--- config.mk ---
export PLATFORM = sky130hd
export DESIGN_NAME = priority_decoder_seq_flat
export DESIGN_NICKNAME = d
export VERILOG_FILES = /design/src/rtl/priority_decoder_seq_if.sv /design/src/rtl/priority_decoder_seq.sv /design/src/flat_wrapper.sv
export SDC_FILE = /design/constraint.sdc
export NUM_CORES = 1
export LEC_CHECK = 0
export CAP_MARGIN = 20
export CORE_UTILIZATION = 51
export CTS_CLUSTER_SIZE = 24
export DETAILED_ROUTE_END_ITERATION = 12
export GPL_TIMING_DRIVEN = 0
export PLACE_DENSITY = 0.75
export REMOVE_ABC_BUFFERS = 1
export SLEW_MARGIN = 0
export SYNTH_ARGS = -nofsm -noshare
export SYNTH_HDL_FRONTEND = slang
export SYNTH_SLANG_ARGS = --single-unit
--- constraint.sdc ---
create_clock -name clk -period 1.94 [get_ports clk]
set_input_delay 0.194 -clock clk [delete_from_list [all_inputs] [get_ports clk]]
set_output_delay 0.194 -clock clk [all_outputs]
set_load 0.01 [all_outputs]
--- src/rtl/priority_decoder_seq_if.sv ---
// Bus bundle for priority_decoder_seq.
//
// Purpose: groups the code/handshake inputs and the decoded strobe outputs
// so the decoder and whatever drives it share a single connection.
//
// Signals:
//   y1, y0   encoded code (y1 is the MSB), driven by the master
//   valid    code qualifier, driven by the master
//   clear    synchronous abort of an in-progress pulse, driven by the master
//   ready    decoder can accept a code this cycle, driven by the slave
//   d3..d0   registered one-hot decoded lines, driven by the slave
//   done     one-cycle pulse on the last hold cycle, driven by the slave
//   evt_cnt  8-bit accepted-code counter, only when DECODER_EVT_CNT_EN is defined
//
// Configuration macro: DECODER_EVT_CNT_EN adds the evt_cnt signal.
interface priority_decoder_seq_if;
  logic       y1;
  logic       y0;
  logic       valid;
  logic       clear;
  logic       ready;
  logic       d3;
  logic       d2;
  logic       d1;
  logic       d0;
  logic       done;
`ifdef DECODER_EVT_CNT_EN
  logic [7:0] evt_cnt;

  modport master (
    output y1, y0, valid, clear,
    input  ready, d3, d2, d1, d0, done, evt_cnt
  );

  modport slave (
    input  y1, y0, valid, clear,
    output ready, d3, d2, d1, d0, done, evt_cnt
  );
`else
  modport master (
    output y1, y0, valid, clear,
    input  ready, d3, d2, d1, d0, done
  );

  modport slave (
    input  y1, y0, valid, clear,
    output ready, d3, d2, d1, d0, done
  );
`endif
endinterface

--- src/rtl/priority_decoder_seq.sv ---
// Sequential 2-to-4 decoder: turns an accepted code {y1,y0} into a one-hot
// strobe on d3..d0 lasting HOLD_CYCLES cycles, followed by one all-zero
// guard cycle before the next code can be taken.
//
// Parameters:
//   HOLD_CYCLES  cycles the selected line stays high per accepted code (1..255)
//
// Ports:
//   clk  system clock, rising edge
//   rst  asynchronous active-high reset
//   bus  priority_decoder_seq_if.slave
//        inputs : y1, y0, valid, clear
//        outputs: ready (combinational), d3..d0, done, evt_cnt (registered)
//
// Configuration macro: DECODER_EVT_CNT_EN enables the 8-bit wrapping
// accepted-code counter on bus.evt_cnt; when undefined it is absent.
module priority_decoder_seq #(
  parameter int unsigned HOLD_CYCLES = 4
) (
  input  logic                   clk,
  input  logic                   rst,
  priority_decoder_seq_if.slave  bus
);

  typedef enum logic [1:0] {
    IDLE = 2'd0,
    HOLD = 2'd1,
    GAP  = 2'd2
  } state_t;

  // The counter runs HOLD_CYCLES-1 down to 0, so the selected line is high
  // for exactly HOLD_CYCLES cycles.
  localparam logic [7:0] HOLD_LOAD = 8'(HOLD_CYCLES - 1);

  state_t     state;
  state_t     state_nxt;
  logic [7:0] hold_cnt;
  logic [7:0] hold_cnt_nxt;
  logic [1:0] code_q;
  logic [1:0] code_nxt;
  logic [3:0] d_q;
  logic [3:0] d_nxt;
  logic       done_q;
  logic       done_nxt;
  logic       accept;

  function automatic logic [3:0] one_hot(input logic [1:0] code);
    return 4'b0001 << code;
  endfunction

  // ready is forced low while reset is held so nothing upstream sees a
  // handshake during reset.
  assign bus.ready = (state == IDLE) && !rst;
  assign accept    = bus.valid && bus.ready;

  // d and done are computed one cycle ahead so they leave the flops in step
  // with the state they belong to. clear is only examined in HOLD, which is
  // what lets a same-cycle acceptance in IDLE win over it.
  always_comb begin
    state_nxt    = state;
    hold_cnt_nxt = hold_cnt;
    code_nxt     = code_q;
    d_nxt        = 4'b0000;
    done_nxt     = 1'b0;
    unique case (state)
      IDLE: begin
        if (accept) begin
          state_nxt    = HOLD;
          code_nxt     = {bus.y1, bus.y0};
          hold_cnt_nxt = HOLD_LOAD;
          d_nxt        = one_hot({bus.y1, bus.y0});
          done_nxt     = (HOLD_LOAD == 8'd0);
        end
      end
      HOLD: begin
        if (bus.clear) begin
          state_nxt = IDLE;
        end else if (hold_cnt == 8'd0) begin
          state_nxt = GAP;
        end else begin
          hold_cnt_nxt = hold_cnt - 8'd1;
          d_nxt        = one_hot(code_q);
          done_nxt     = (hold_cnt == 8'd1);
        end
      end
      GAP: begin
        state_nxt = IDLE;
      end
      default: begin
        state_nxt = IDLE;
      end
    endcase
  end

  // State and registered outputs; reset clears the outputs at once.
  always_ff @(posedge clk or posedge rst) begin
    if (rst) begin
      state    <= IDLE;
      hold_cnt <= 8'd0;
      code_q   <= 2'b00;
      d_q      <= 4'b0000;
      done_q   <= 1'b0;
    end else begin
      state    <= state_nxt;
      hold_cnt <= hold_cnt_nxt;
      code_q   <= code_nxt;
      d_q      <= d_nxt;
      done_q   <= done_nxt;
    end
  end

  assign bus.d3   = d_q[3];
  assign bus.d2   = d_q[2];
  assign bus.d1   = d_q[1];
  assign bus.d0   = d_q[0];
  assign bus.done = done_q;

`ifdef DECODER_EVT_CNT_EN
  logic [7:0] evt_cnt_q;

  // Counts every acceptance and wraps naturally at 8 bits; clear does not
  // touch it, only reset does.
  always_ff @(posedge clk or posedge rst) begin
    if (rst) begin
      evt_cnt_q <= 8'd0;
    end else if (accept) begin
      evt_cnt_q <= evt_cnt_q + 8'd1;
    end
  end

  assign bus.evt_cnt = evt_cnt_q;
`endif

endmodule

--- src/flat_wrapper.sv ---
// flat-port wrapper written by rule: the top's interface ports become plain ports
module priority_decoder_seq_flat 
#(
  parameter int unsigned HOLD_CYCLES = 4
)
  (clk, rst, bus_y1, bus_y0, bus_valid, bus_clear, bus_ready, bus_d3, bus_d2, bus_d1, bus_d0, bus_done);
  priority_decoder_seq_if bus_i ();
  input  logic clk;
  input  logic rst;
  input wire logic [$bits(bus_i.y1)-1:0] bus_y1;
  input wire logic [$bits(bus_i.y0)-1:0] bus_y0;
  input wire logic [$bits(bus_i.valid)-1:0] bus_valid;
  input wire logic [$bits(bus_i.clear)-1:0] bus_clear;
  output wire logic [$bits(bus_i.ready)-1:0] bus_ready;
  output wire logic [$bits(bus_i.d3)-1:0] bus_d3;
  output wire logic [$bits(bus_i.d2)-1:0] bus_d2;
  output wire logic [$bits(bus_i.d1)-1:0] bus_d1;
  output wire logic [$bits(bus_i.d0)-1:0] bus_d0;
  output wire logic [$bits(bus_i.done)-1:0] bus_done;
  assign bus_i.y1 = bus_y1;
  assign bus_i.y0 = bus_y0;
  assign bus_i.valid = bus_valid;
  assign bus_i.clear = bus_clear;
  assign bus_ready = bus_i.ready;
  assign bus_d3 = bus_i.d3;
  assign bus_d2 = bus_i.d2;
  assign bus_d1 = bus_i.d1;
  assign bus_d0 = bus_i.d0;
  assign bus_done = bus_i.done;
  priority_decoder_seq #(.HOLD_CYCLES(HOLD_CYCLES)) u_core (.clk(clk), .rst(rst), .bus(bus_i));
endmodule
==> key figures <==
Timing
  – Min cycle time layout: around 1.8 ns
  – Setup Skew: roughly 0.012 ns
  – Period utilization: 93.21%
  – Achievable clock frequency: roughly 550 MHz
  – RSZ-0062 raised after global routing: false
  – Smallest setup slack after layout: about 0.13 ns
  – Least-Margin Pin Slew: 0.6990 ns
  – Final Hold Vio Count: 0
  – Max-slew violation count: 0
  – Setup violations, final: 0
  – Aggregate negative setup slack: 0 ns
  – Slew Limit Headroom: roughly 53%

Job
  – Max Cap Violations: 0

Global route
  – Vias in the first global route: roughly 600
  – First-pass GRT wire length: 2511 um
  – Largest net degree at the start of global routing: 18
  – Remaining global-route overflow: 0
  – Global-route usage over all layers: between 10% and 20%
  – Initial antenna violation count: 0

Setup path
  – CP max FO: 5
  – Critical path arrival: between 1.5 and 2 ns
  – CP Capture Type: output pin
  – Critical setup path kind: flop to output pin
  – CP required: between 1.5 and 2 ns
  – Startpoint types: flop

Placed design
  – Global placement routability congestion: a little over 0.8
  – Hpwl dp: about 1100 um
  – Setup WS pre-CTS: approximately 0.036 ns
  – Placed inst area: roughly 950 sq um
  – Port-buffer cells: 11

Floorplanning
  – Die Wd: 42.33 um
  – Core Box Area: ~1500 sq um
  – Full die area: 1792 sq um
  – Number of I/O pins: 12
  – Starting Density: between 50% and 60%
  – Row count: 14
  – DIE HEIGHT: 42.33 um

Layout
  – Fin area: slightly below 1000 sq um
  – Share of cells above drive strength 1: approximately 8.3%
  – Fin nets: 105
  – Ant diodes: 0
  – FILL cells: around 130
  – Fin util: between 60% and 70%
  – Area growth, synth to finish: 18.40%

Yosys
  – Syn_area_per_cell: 10.12 sq um
  – Post-synth top area share: between 50% and 60%
  – Count leader, synth: dfrtp_1
  – Seq/Total Area, Yosys: between 50% and 60%
  – Synth area leaders: dfrtp_1 (51%), mux2i_1 (4.8%), nand2_1 (4.5%), inv_1 (3.2%), nor2_1 (3.2%)
  – Gate Count Post-Synth: slightly above 80
  – Commonest register cell after synthesis: dfrtp_1
  – Yosys cell types: 28
  – Netlist Area Pre-Place: ~830 sq um
  – Post-synth EDFFs: 0
  – Synth warn: 0
  – Seq cells post-synth: 17
  – Dominant cell type by area after synthesis: dfrtp_1
  – Post-synth top cells: dfrtp_1 (17), nand2_1 (10), inv_1 (7), nor2_1 (7), nor3_1 (5)
  – Ys async rst share: 100.0%

Clock tree
  – CTS sink count: 17
  – Clk_lat worst skew: 0.30 ns
  – Htree depth: 1
  – Root buffer cell: clkbuf_4
  – Post-CTS Hold Fix Bufs: 0
  – Setup Buffers After CTS: 0
  – Clk slew on worst S/H paths: 0.11 ns
  – Cts repair resizes: 0
  – Clk buf depth: 2
  – CTS tree: yes
  – CTS Buf Count: 3

Drt
  – Router iterations before antenna repair: 4
  – Total length of routed wires: between 1000 and 1500 um
  – DRC viols: 0
  – Wire length per cell: 13.18 um
  – Final ANT Viol Nets: 0
  – DRT iter0 DRCs: 15
  – Vias per Instance: between 5 and 6
  – Via count: ~640

Outcome
  – Run status: finished clean

Power and ir drop
  – Tot Pwr: 0.7523 mW
  – P_leak: ~0.47 nW
  – PwrDens: between 700 and 800 nW/um^2
  – VDD IR-drop max: roughly 0.00056 V

Worst hold path
  – Min-Delay Path Class: input pin to async pin
## sequential cells by signal (all words and copies together), names as in the netlist
register,cells
u_core.code_q,2
u_core.d_q,4
u_core.bus.done,1
u_core.state,2
u_core.hold_cnt,8
## layout make-up
type / instances / area, sq um / share of cell area (%)
clock inverter: 1 / 5.005 / 0.5096
clock buffer: 3 / 22.52 / 2.293
timing repair buffer: 11 / 110.1 / 11.21
tap: 16 / 20.02 / 2.038
multi-input combinational: 57 / 372.9 / 37.96
sequential: 17 / 425.4 / 43.31
inverter: 7 / 26.28 / 2.675
## cell families (layout without fill, tap and decap cells)
logic type | Yosys count | in the layout | share of synthesized area [%]
buf+inv | 8 | 22 | 3.771
mux | 4 | 4 | 4.827
flops | 17 | 17 | 51.28
xor+xnor | 1 | 1 | 1.056
simple gates | 38 | 38 | 24.74
compound gates | 12 | 12 | 11.31
fa+ha+maj | 2 | 2 | 3.016
## worst max-delay path, cell delays in order (launching register included)
cell,delay [ns]
dfrtp_1,0.43
nor3_1,0.30
clkdlybuf4s50_1,0.59
## power breakdown
group	internal (mW)	switching [mW]	total, mW
clock network	0.0767	0.116	0.193
logic	0.0683	0.0765	0.145
registers	0.387	0.0283	0.415
total	0.532	0.221	0.752
## layout by cell type (no fill, tap or decap)
master and n:
a21oi_1 2, a31oi_4 1, a41oi_1 1, and2_1 1
clkbuf_4 3, clkdlybuf4s50_1 11, clkinv_2 1, dfrtp_1 17
ha_1 2, inv_1 7, mux2i_1 4, nand2_1 10
nand2b_1 2, nand3_1 2, nand3b_1 2, nor2_1 7
nor2b_1 1, nor3_1 5, nor3b_1 1, nor4b_1 2
o2111a_1 1, o211ai_1 1, o21ai_0 4, o22ai_1 1
o32ai_1 1, or2_2 1, or3_1 2, or3b_2 1
or4b_4 1, xnor2_1 1
## through the flow
step	std cells	hold WS [ns]
5_1_grt	112	0.3628
2_1_floorplan	81	0.1201
4_1_cts	112	0.3273
3_3_place_gp	108	0.4683
3_5_place_dp	108	0.4823
6_report	112	0.2909
## metal layers
metal	global-route usage [%]	wire, um	vias to the layer above
met5	0	0	-
met4	11.25	34	0
met3	3.879	76	5
met2	30.46	680	22
met1	23.50	684	300
li1	-	-	315
## path summary, 6_finish.rpt
path / startpoint / end / slack [ns] / depth (start not counted)
max in group asynchronous: rst / u_core.hold_cnt[5] / 1.24 / 2
worst max register to register: u_core.hold_cnt[0] / u_core.state[0] / 0.21 / 5
worst min-delay path: rst / u_core.d_q[2] / 0.29 / 2
min in group clk: u_core.code_q[0] / u_core.code_q[0] / 0.50 / 2
worst max-delay path: u_core.state[0] / bus_ready / 0.13 / 2
worst min register to register: u_core.code_q[0] / u_core.code_q[0] / 0.50 / 2
No activity file was read; power rests on OpenSTA's default activity.
